$ cat src/rtl/ksa_mp_seq_pkg.sv
// ksa_seq_pkg: shared definitions for the multi-precision add/subtract sequencer.
//   LIMB_W  - width of one limb and of the shared adder (16 bits)
//   state_t - sequencer states: IDLE=0, PASS_A=1, PASS_B=2, DONE=3
package ksa_seq_pkg;

    localparam int LIMB_W = 16;

    typedef enum logic [1:0] {
        IDLE   = 2'd0,
        PASS_A = 2'd1,
        PASS_B = 2'd2,
        DONE   = 2'd3
    } state_t;

endpackage

$ cat src/rtl/ksa_mp_seq_if.sv
// ksa_mp_seq_if: request/response bundle of the multi-precision sequencer.
//   in_valid/in_ready/in_sub/in_a/in_b        - operand request handshake
//   out_valid/out_ready/out_sum/out_cout/out_ovf - result handshake and flags
//   busy                                       - sequencer not idle
// Modports: master = requester side, slave = sequencer side.
interface ksa_mp_seq_if #(
    parameter int LIMBS = 4
);
    import ksa_seq_pkg::*;

    localparam int W = LIMB_W * LIMBS;

    logic         in_valid;
    logic         in_ready;
    logic         in_sub;
    logic [W-1:0] in_a;
    logic [W-1:0] in_b;
    logic         out_valid;
    logic         out_ready;
    logic [W-1:0] out_sum;
    logic         out_cout;
    logic         out_ovf;
    logic         busy;

    modport master (
        output in_valid, in_sub, in_a, in_b, out_ready,
        input  in_ready, out_valid, out_sum, out_cout, out_ovf, busy
    );

    modport slave (
        input  in_valid, in_sub, in_a, in_b, out_ready,
        output in_ready, out_valid, out_sum, out_cout, out_ovf, busy
    );

endinterface

$ cat src/rtl/ksa_mp_seq_ksa16.sv
// KSA16: 16-bit Kogge-Stone adder, no carry-in, purely combinational.
//   a, b - addends
//   sum  - a + b modulo 2^16
//   cout - carry out of bit 15
module KSA16 (
    input  logic [15:0] a,
    input  logic [15:0] b,
    output logic [15:0] sum,
    output logic        cout
);

    // Row 0 holds bitwise generate/propagate; row k spans groups of 2^k bits.
    logic [4:0][15:0] g;
    logic [4:0][15:0] p;

    always_comb begin
        g      = '0;
        p      = '0;
        g[0]   = a & b;
        p[0]   = a ^ b;
        for (int lvl = 1; lvl < 5; lvl++) begin
            for (int i = 0; i < 16; i++) begin
                if (i >= (1 << (lvl - 1))) begin
                    g[lvl][i] = g[lvl-1][i] | (p[lvl-1][i] & g[lvl-1][i - (1 << (lvl - 1))]);
                    p[lvl][i] = p[lvl-1][i] & p[lvl-1][i - (1 << (lvl - 1))];
                end else begin
                    g[lvl][i] = g[lvl-1][i];
                    p[lvl][i] = p[lvl-1][i];
                end
            end
        end
        // Bit i sees the carry generated by prefix [i-1:0]; no carry-in at bit 0.
        sum[0] = p[0][0];
        for (int i = 1; i < 16; i++) begin
            sum[i] = p[0][i] ^ g[4][i-1];
        end
        cout = g[4][15];
    end

endmodule

$ cat src/rtl/ksa_mp_seq.sv
// ksa_mp_seq: LIMBS x 16-bit add/subtract built around one shared KSA16.
// Each limb takes two adder passes, LSB limb first: the operand pass adds
// the A and B' limbs, the carry pass adds the running carry into that sum.
// Fixed latency of 2*LIMBS edges from accept to out_valid.
//   wb_clk_i - clock, rising edge
//   wb_rst_i - synchronous active-high reset
//   bus      - slave side of ksa_mp_seq_if (request, result, flags, busy)
module ksa_mp_seq
    import ksa_seq_pkg::*;
#(
    parameter int LIMBS = 4
) (
    input logic          wb_clk_i,
    input logic          wb_rst_i,
    ksa_mp_seq_if.slave  bus
);

    localparam int W = LIMB_W * LIMBS;

    state_t                        state_q, state_d;
    logic [2:0]                    li_q, li_d;
    logic                          cy_q, cy_d;
    logic                          c1_q, c1_d;
    logic [LIMB_W-1:0]             s1_q, s1_d;
    logic [LIMBS-1:0][LIMB_W-1:0]  a_q, a_d;
    logic [LIMBS-1:0][LIMB_W-1:0]  b_q, b_d;
    logic [LIMBS-1:0][LIMB_W-1:0]  res_q, res_d;

    logic [LIMB_W-1:0]             lim_a, lim_b;
    logic [LIMB_W-1:0]             add_a, add_b, add_sum;
    logic                          add_cout;

    KSA16 u_add (
        .a    (add_a),
        .b    (add_b),
        .sum  (add_sum),
        .cout (add_cout)
    );

    always_comb begin
        state_d = state_q;
        li_d    = li_q;
        cy_d    = cy_q;
        c1_d    = c1_q;
        s1_d    = s1_q;
        a_d     = a_q;
        b_d     = b_q;
        res_d   = res_q;
        add_a   = '0;
        add_b   = '0;
        lim_a   = '0;
        lim_b   = '0;

        for (int i = 0; i < LIMBS; i++) begin
            if (li_q == 3'(i)) begin
                lim_a = a_q[i];
                lim_b = b_q[i];
            end
        end

        case (state_q)
            IDLE: begin
                if (bus.in_valid) begin
                    // Subtract is a + ~b + 1: invert B now, seed the carry with 1.
                    a_d     = bus.in_a;
                    b_d     = bus.in_b ^ {W{bus.in_sub}};
                    cy_d    = bus.in_sub;
                    li_d    = '0;
                    state_d = PASS_A;
                end
            end
            PASS_A: begin
                add_a   = lim_a;
                add_b   = lim_b;
                s1_d    = add_sum;
                c1_d    = add_cout;
                state_d = PASS_B;
            end
            PASS_B: begin
                add_a = s1_q;
                add_b = {{(LIMB_W-1){1'b0}}, cy_q};
                for (int i = 0; i < LIMBS; i++) begin
                    if (li_q == 3'(i)) begin
                        res_d[i] = add_sum;
                    end
                end
                // Adding a single carry bit can only carry out if s1 was all ones,
                // in which case the operand pass could not have carried.
                cy_d = c1_q | add_cout;
                if (li_q == 3'(LIMBS - 1)) begin
                    state_d = DONE;
                end else begin
                    li_d    = li_q + 3'd1;
                    state_d = PASS_A;
                end
            end
            DONE: begin
                if (bus.out_ready) begin
                    state_d = IDLE;
                end
            end
            default: state_d = IDLE;
        endcase
    end

    always_ff @(posedge wb_clk_i) begin
        if (wb_rst_i) begin
            state_q <= IDLE;
            li_q    <= '0;
            cy_q    <= 1'b0;
            c1_q    <= 1'b0;
            s1_q    <= '0;
            a_q     <= '0;
            b_q     <= '0;
            res_q   <= '0;
        end else begin
            state_q <= state_d;
            li_q    <= li_d;
            cy_q    <= cy_d;
            c1_q    <= c1_d;
            s1_q    <= s1_d;
            a_q     <= a_d;
            b_q     <= b_d;
            res_q   <= res_d;
        end
    end

    assign bus.in_ready  = (state_q == IDLE);
    assign bus.busy      = (state_q != IDLE);
    assign bus.out_valid = (state_q == DONE);
    assign bus.out_sum   = res_q;
    assign bus.out_cout  = cy_q;
    // Signed overflow: A and B' agree in sign but the result does not.
    assign bus.out_ovf   = (a_q[LIMBS-1][LIMB_W-1] == b_q[LIMBS-1][LIMB_W-1]) &
                           (res_q[LIMBS-1][LIMB_W-1] != a_q[LIMBS-1][LIMB_W-1]);

endmodule

$ cat src/flat_wrapper.sv
// flat-port wrapper written by rule: the top's interface ports become plain ports
module ksa_mp_seq_flat import ksa_seq_pkg::*;
#(
    parameter int LIMBS = 4
)
  (wb_clk_i, wb_rst_i, bus_in_valid, bus_in_sub, bus_in_a, bus_in_b, bus_out_ready, bus_in_ready, bus_out_valid, bus_out_sum, bus_out_cout, bus_out_ovf, bus_busy);
  ksa_mp_seq_if #(.LIMBS(LIMBS)) bus_i ();
  input logic wb_clk_i;
  input logic wb_rst_i;
  input wire logic [$bits(bus_i.in_valid)-1:0] bus_in_valid;
  input wire logic [$bits(bus_i.in_sub)-1:0] bus_in_sub;
  input wire logic [$bits(bus_i.in_a)-1:0] bus_in_a;
  input wire logic [$bits(bus_i.in_b)-1:0] bus_in_b;
  input wire logic [$bits(bus_i.out_ready)-1:0] bus_out_ready;
  output wire logic [$bits(bus_i.in_ready)-1:0] bus_in_ready;
  output wire logic [$bits(bus_i.out_valid)-1:0] bus_out_valid;
  output wire logic [$bits(bus_i.out_sum)-1:0] bus_out_sum;
  output wire logic [$bits(bus_i.out_cout)-1:0] bus_out_cout;
  output wire logic [$bits(bus_i.out_ovf)-1:0] bus_out_ovf;
  output wire logic [$bits(bus_i.busy)-1:0] bus_busy;
  assign bus_i.in_valid = bus_in_valid;
  assign bus_i.in_sub = bus_in_sub;
  assign bus_i.in_a = bus_in_a;
  assign bus_i.in_b = bus_in_b;
  assign bus_i.out_ready = bus_out_ready;
  assign bus_in_ready = bus_i.in_ready;
  assign bus_out_valid = bus_i.out_valid;
  assign bus_out_sum = bus_i.out_sum;
  assign bus_out_cout = bus_i.out_cout;
  assign bus_out_ovf = bus_i.out_ovf;
  assign bus_busy = bus_i.busy;
  ksa_mp_seq #(.LIMBS(LIMBS)) u_core (.wb_clk_i(wb_clk_i), .wb_rst_i(wb_rst_i), .bus(bus_i));
endmodule
$ cat config.mk
export PLATFORM = sky130hd
export DESIGN_NAME = ksa_mp_seq_flat
export DESIGN_NICKNAME = d
export VERILOG_FILES = /design/src/rtl/ksa_mp_seq_pkg.sv /design/src/rtl/ksa_mp_seq_if.sv /design/src/rtl/ksa_mp_seq_ksa16.sv /design/src/rtl/ksa_mp_seq.sv /design/src/flat_wrapper.sv
export SDC_FILE = /design/constraint.sdc
export NUM_CORES = 1
export LEC_CHECK = 0
export BUFFER_PORTS_ARGS = -buffer_cell sky130_fd_sc_hd__clkbuf_2
export CAP_MARGIN = 10
export CORE_MARGIN = 2
export CORE_UTILIZATION = 60
export DETAILED_ROUTE_END_ITERATION = 6
export GPL_ROUTABILITY_DRIVEN = 0
export HOLD_SLACK_MARGIN = 0.1
export PLACE_DENSITY = 0.83
export SYNTH_ARGS = -nofsm -noshare
export SYNTH_HDL_FRONTEND = slang
export SYNTH_SLANG_ARGS = --single-unit
$ cat constraint.sdc
create_clock -name wb_clk_i -period 7.3 [get_ports wb_clk_i]
set_input_delay 0.365 -clock wb_clk_i [delete_from_list [all_inputs] [get_ports wb_clk_i]]
set_output_delay 0.365 -clock wb_clk_i [all_outputs]
set_load 0.05 [all_outputs]
## After elaboration in Yosys (flattened, before gate mapping)

Index checks and enable logic that the tools add are counted.

| operators by class | value |
|---|---|
| add/subtract/negate cells | 1 |
| equality and inequality tests | 11 |
| mux-type cells | 19 |
| bitwise operators | 152 |
| reduce and logical (&&, ||, !) cells | 12 |

Operator list:

| operator | number |
|---|---|
| $mux 16 | 8 |
| $and 1x1->1 | 84 |
| $pmux 16 s2 | 2 |
| $xor 64x64->64 | 1 |
| $or 1x1->1 | 50 |
| $and 16x16->16 | 1 |
| $xor 16x16->16 | 1 |
| $xor 1x1->1 | 15 |
| $reduce_and 2->1 | 7 |
| $pmux 2 s4 | 1 |
| $eq 3x2->1 const B | 2 |
| $mux 2 | 3 |
| $mux 3 | 2 |
| $ne 2x2->1 const B | 3 |
| $pmux 3 s2 | 1 |
| $eq 2x2->1 const B | 2 |
| $reduce_bool 2->1 | 2 |
| $add 3x1->3 const B | 1 |
| $eq 3x1->1 const B | 1 |
| $logic_not 3->1 | 1 |
| $reduce_and 3->1 | 1 |
| $eq 2x1->1 const B | 1 |
| $logic_not 2->1 | 1 |
| $pmux 1 s2 | 1 |
| other kinds (3) | 3 |

| storage, ports and cells | value |
|---|---|
| register bits after elaboration | 215 |
| bits of input ports | 133 |
| output and inout port bits | 69 |
| logic and storage cells | 212 |

## Depth between registers and ports, before layout

| depth | value |
|---|---|
| depth in word-level cells | 17 |
| gate-level depth with buffers | 17 |
| gate-level depth less buffers | 14 |

## By module

A second synthesis with hierarchy kept.

| second synthesis, totals | value |
|---|---|
| cell total of the unflattened synthesis | 1275 |
| area, all modules | 10807.9 um^2 |

By module, submodules not included:

| module | instances | cells each | area an instance (um^2) | seq. area each (um^2) |
|---|---|---|---|---|
| ksa_mp_seq | 1 | 1183 | 10088.4 | 4304.1 |
| KSA16 | 1 | 92 | 719.4 | 0.0 |

## Least setup slack after synthesis

Ideal clock, no wire load.

| timing path | value |
|---|---|
| path kind | flip-flop to flip-flop |
| from | register u_core.li_q[1] |
| to | register u_core.res_q (netlist bit u_core.bus.out_sum[42]) |
| library setup time | 0.122 ns |
| arrival time | 3.557 ns |
| required time | 7.178 ns |
| setup slack | 3.621 ns |
| stages on the path, launching flop included | 18 |
| path buffers | 3 |
| period minus slack after synthesis | 3.679 ns |
| cell sequence | dfxtp_1 inv_1 ha_1 nor2b_1 clkbuf_1 clkbuf_1 a221oi_1 nor3_1 a21oi_1 o21ai_0 ha_1 fa_1 a21o_2 a311o_2 a31oi_1 buf_4 nor4_1 a311o_1 |

| on the way | value |
|---|---|
| longest elaborated chain between the ends | 15 |
| elaborated cells between the ends (all ways) | 43 |
| those cells by class | eq/ne (3); mux (10); bitwise (28); reduce/logical (2) |

RTL lines:

| item | line | text |
|---|---|---|
| from (decl) | ksa_mp_seq.sv:21 | `logic [2:0] li_q, li_d;` |
| from (signal assigned) | ksa_mp_seq.sv:118 | `li_q <= li_d;` |
| $logic_not 3->1 | ksa_mp_seq.sv:55 | `if (li_q == 3'(i)) begin` |
| $mux 16 (4 in series) | ksa_mp_seq.sv:55 |  |
| $pmux 16 s2 | ksa_mp_seq.sv:61 | `case (state_q)` |
| $xor 16x16->16 or $and 16x16->16 (tied branches) | ksa_mp_seq_ksa16.sv:20, ksa_mp_seq_ksa16.sv:19 |  |
| $and 1x1->1 | ksa_mp_seq_ksa16.sv:24 | `g[lvl][i] = g[lvl-1][i] \| (p[lvl-1][i] & g[lvl-1][i - (1 << (lvl - 1))]);` |
| $or 1x1->1 | ksa_mp_seq_ksa16.sv:24 |  |
| $and 1x1->1 | ksa_mp_seq_ksa16.sv:24 |  |
| $or 1x1->1 | ksa_mp_seq_ksa16.sv:24 |  |
| $and 1x1->1 | ksa_mp_seq_ksa16.sv:24 |  |
| $or 1x1->1 (2 in series) | ksa_mp_seq_ksa16.sv:24 |  |
| $xor 1x1->1 | ksa_mp_seq_ksa16.sv:35 | `sum[i] = p[0][i] ^ g[4][i-1];` |
| to (signal assigned) | ksa_mp_seq.sv:124 | `res_q <= res_d;` |
| to (decl) | ksa_mp_seq.sv:27 | `logic [LIMBS-1:0][LIMB_W-1:0] res_q, res_d;` |

Parallel ways exist; a longest one is shown, timed or not.
A chain may end at the register's enable or synchronous reset.

## Worst setup path after layout

| timing path | value |
|---|---|
| from | register u_core.state_q[1] |
| to | register u_core.res_q (netlist bit u_core.bus.out_sum[42]) |

| on the way | value |
|---|---|
| longest elaborated chain between the ends | 11 |
| elaborated cells between the ends (all ways) | 33 |
| those cells by class | eq/ne (2); mux (2); bitwise (28); reduce/logical (1) |

RTL lines:

| item | line | text |
|---|---|---|
| from (decl) | ksa_mp_seq.sv:20 | `state_t state_q, state_d;` |
| from (signal assigned) | ksa_mp_seq.sv:117 | `state_q <= state_d;` |
| $eq 2x2->1 or $eq 2x1->1 (tied branches) | ksa_mp_seq.sv:61 |  |
| $pmux 16 s2 | ksa_mp_seq.sv:61 |  |
| $xor 16x16->16 or $and 16x16->16 (tied branches) | ksa_mp_seq_ksa16.sv:20, ksa_mp_seq_ksa16.sv:19 |  |
| $and 1x1->1 | ksa_mp_seq_ksa16.sv:24 |  |
| $or 1x1->1 | ksa_mp_seq_ksa16.sv:24 |  |
| $and 1x1->1 | ksa_mp_seq_ksa16.sv:24 |  |
| $or 1x1->1 | ksa_mp_seq_ksa16.sv:24 |  |
| $and 1x1->1 | ksa_mp_seq_ksa16.sv:24 |  |
| $or 1x1->1 (2 in series) | ksa_mp_seq_ksa16.sv:24 |  |
| $xor 1x1->1 | ksa_mp_seq_ksa16.sv:35 |  |

Parallel ways exist; a longest one is shown, timed or not.

==> out/qor.txt <==
Status: complete, no violations
Num CTS Buffers: 21
Port bufs: 201
Net Sw Frac: 32.5%
Critical-path top delay cell: nand2_1
Largest net degree at the start of global routing: 114
Max-slew headroom at the worst pin: 18.6%
Via/cell ratio: 5.96
Setup violations, final: 0
Pleak: 4.91 nW
R2r endpoint: u_core.bus.out_sum[42]
Worst hold margin: 0.107 ns
Max-Cap Viols: 0
Critical path fanouts, max: 32
Post-synth ARST share: 0%
Hold Crit Class: primary input to flip-flop
Ant. Diodes: 0
PD cells: 279 nW/um^2
Pre-CTS WS: 2.40 ns
H-tree Lvls: 1
Fmax: 208 MHz
Fillers: 1268
RSZ-0062 raised after global routing: no
Syn-to-layout area delta: 18.8%
Final min period: 4.81 ns
Final Cycle Share: 65.9%
Synth warnings: 0
Row Count: 47
Syn Std Cell Area: 10200 um^2
Number of top-level pins: 202
Mean post-synth cell area: 8.02 um^2
TritonCTS clock tree: done
Synth area leaders: dfxtp_1 42%, nand2_1 7.9%, a21oi_1 6.7%, xnor2_1 5.7%, a211oi_1 5.4%
Global-route wire length before repair: 44700 um
VDD IR max: 0.000195 V
Vias: 9906
WL/cell: 17.3 um
Crit-path most repeated cell: ha_1
Sum of negative setup slack: 0 ns
Clk_skew: 0.0104 ns
Worst path required time: 7.68 ns
Clk sink count: 215
Final antenna-violating net count: 0
Initial antenna violation count: 0
Clock Power Share: 33.6%
Cells on worst reg2reg path: 10
Vias in the first global route: 8869
Cells along the critical path: inv_1 > ha_1 > nand2_1 > o21ai_0 > ha_1 > a21o_2 > a31o_2 > a31oi_1 > nor4_1 > a311o_1
DRC: 0
Initial Util: 61.5%
Pre-antenna DRT Iters: 5
Yosys cell types: 66
DP HPWL: 19000 um
PnR worst setup slack: 2.49 ns
Post-CTS repair timing setup buffer count: 0
Max Slew Vio Count: 0
Worst-path clk slew: 0.07 ns
Post-synth EDFFs: 0
DRT iter0 DRCs: 1015
Synth Flop Type: dfxtp_1
Cell taking the most area after synthesis: dfxtp_1
Synth top area share: 42.1%
Endpoints failing hold: 0
Slew at the pin closest to its max-slew limit: 1.22 ns
CP startpoint: u_core.state_q[1]
Crit Path Category: flip-flop to flip-flop
Synthesized instance count: 1276
Total Routed Length: 28800 um
Final #Nets: 1588
Arr. time, crit path: 5.19 ns
Syn nets: 1435
CTS root buf: clkbuf_16
FF+latch count, synth: 215
Sequential area share after synthesis: 42.1%
Reg2Reg Setup Slack: 2.49 ns
Final core occ: 73.0%
Core box area: 16600 um^2
CP Capture Point: u_core.bus.out_sum[42]
Global Route Usage Sum: 30.4%
Die Area: 18100 um^2
Clk buf depth: 3
Sequential share of power: 41.6%
Worst path max stage delay: 0.86 ns
Later-pin clock latency in the skew report: 0.50 ns
Die width: 135 um
CP Launch Type: flip-flop
Internal power: 2.29 mW
Psw: 1.10 mW
Total gr overflow: 0
PostCTS Resize Cnt: 0
Logic pwr share: 24.7%
Share of layout cells above drive strength 1: 18.8%
Die height: 135 um
Total power: 3.39 mW
Worst reg2reg startpoint: u_core.state_q[1]
CP endpoint kind: flip-flop
[routing by layer]
layer	share of wire (%)	routed length [um]	global-route usage, %	vias up
met5	0	0	0	-
met4	3.5	1010	12.4	0
met3	8.2	2360	4.02	62
met2	44	12800	47.2	529
met1	44	12600	42.9	4513
li1	-	-	-	4802
[power by group through the flow]
stage / clock network, mW / registers [mW] / logic (mW)
6_report: 1.14 / 1.41 / 0.839
5_1_grt: 1.18 / 1.43 / 0.923
4_1_cts: 1.15 / 1.41 / 0.825
3_5_place_dp: 0 / 1.43 / 0.810
3_3_place_gp: 0 / 1.43 / 0.793
2_1_floorplan: 0 / 1.43 / 0.600
[worst max-delay path: cells and delay by family, from the launching register on]
family	cells	cell delay, ns
adders and majority gates	2	1.28
AOI/OAI and AO/OA	5	2.00
DFF	1	0.35
and+or+nand+nor	2	0.97
buffers and inverters	1	0.09
[layout make-up]
class                           instances  area, um^2  share of cell area (%)
Sequential cell                       215        4300                    35.4
Clock buffer                           27         598                    4.92
Multi-Input combinational cell        943        5440                    44.8
Tap cell                              220         275                    2.27
Timing Repair Buffer                  238        1370                    11.3
Inverter                               10        37.5                   0.309
Clock inverter                         10         128                    1.05
[logic make-up (layout without fill, tap and decap cells)]
group	Yosys count	in the layout	share of synthesized area, %
AND/OR/NAND/NOR	501	501	21.4
AO/OA/AOI/OAI	340	340	21.8
flip-flops	215	215	42.1
buffers and inverters	118	285	4.93
XOR/XNOR	70	70	5.99
adder cells (fa/ha/maj)	26	26	3.25
multiplexers	6	6	0.587
[metrics by stage]
step | instances | area, um^2
4_1_cts | 1662 | 12100
6_report | 1663 | 12200
2_1_floorplan | 1276 | 10200
5_1_grt | 1663 | 12200
3_3_place_gp | 1597 | 11100
3_5_place_dp | 1597 | 11100
[synthesized netlist by cell type, drive strengths merged (5+ instances only)]
library cell  instances
nand2               215
nand2b                8
a211o                 7
buf                  14
inv                  10
a221oi               32
o21ai                35
nand4                11
xnor2                67
o31ai                11
and3                  7
or4                   9
clkbuf               94
ha                   25
nor3                 38
a211oi               74
dfxtp               215
mux2i                 6
a21oi               136
a21o                  8
nor2                139
and2                  6
nand3                50
a31oi                 5
[state kept, by name (all words and copies together) (netlist names)]
signal and count:
u_core.bus.out_sum 64, u_core.s1_q 16, u_core.state_q 2, u_core.b_q 64
u_core.a_q 64, u_core.c1_q 1, u_core.li_q 3, u_core.bus.out_cout 1
[placed cells by master (no fill, tap or decap), types with 24 or more instances in the layout]
cell type,count
ha_1,24
nand3_1,50
nand2_1,214
nor3_1,38
dlygate4sd3_1,28
o21ai_0,35
a221oi_1,32
a21oi_1,136
xnor2_1,67
dfxtp_1,215
clkbuf_2,199
nor2_1,139
a211oi_1,72
[worst min-delay path by stage]
stage / startpoint / end / depth (start not counted)
6_report: bus_in_a[46] / u_core.a_q[46] / 3
5_1_grt: bus_in_a[36] / u_core.a_q[36] / 3
4_1_cts: bus_in_a[27] / u_core.a_q[27] / 3
3_5_place_dp: u_core.a_q[30] / u_core.a_q[30] / 2
3_3_place_gp: u_core.bus.out_sum[21] / u_core.bus.out_sum[21] / 2
2_1_floorplan: u_core.a_q[0] / u_core.a_q[0] / 2
[timing repair]
action                                 CTS  global route
hold buffers                            28             0
setup endpoints to repair                0             0
endpoints found under the hold margin   28             0
(Power assumes the default switching activity.)
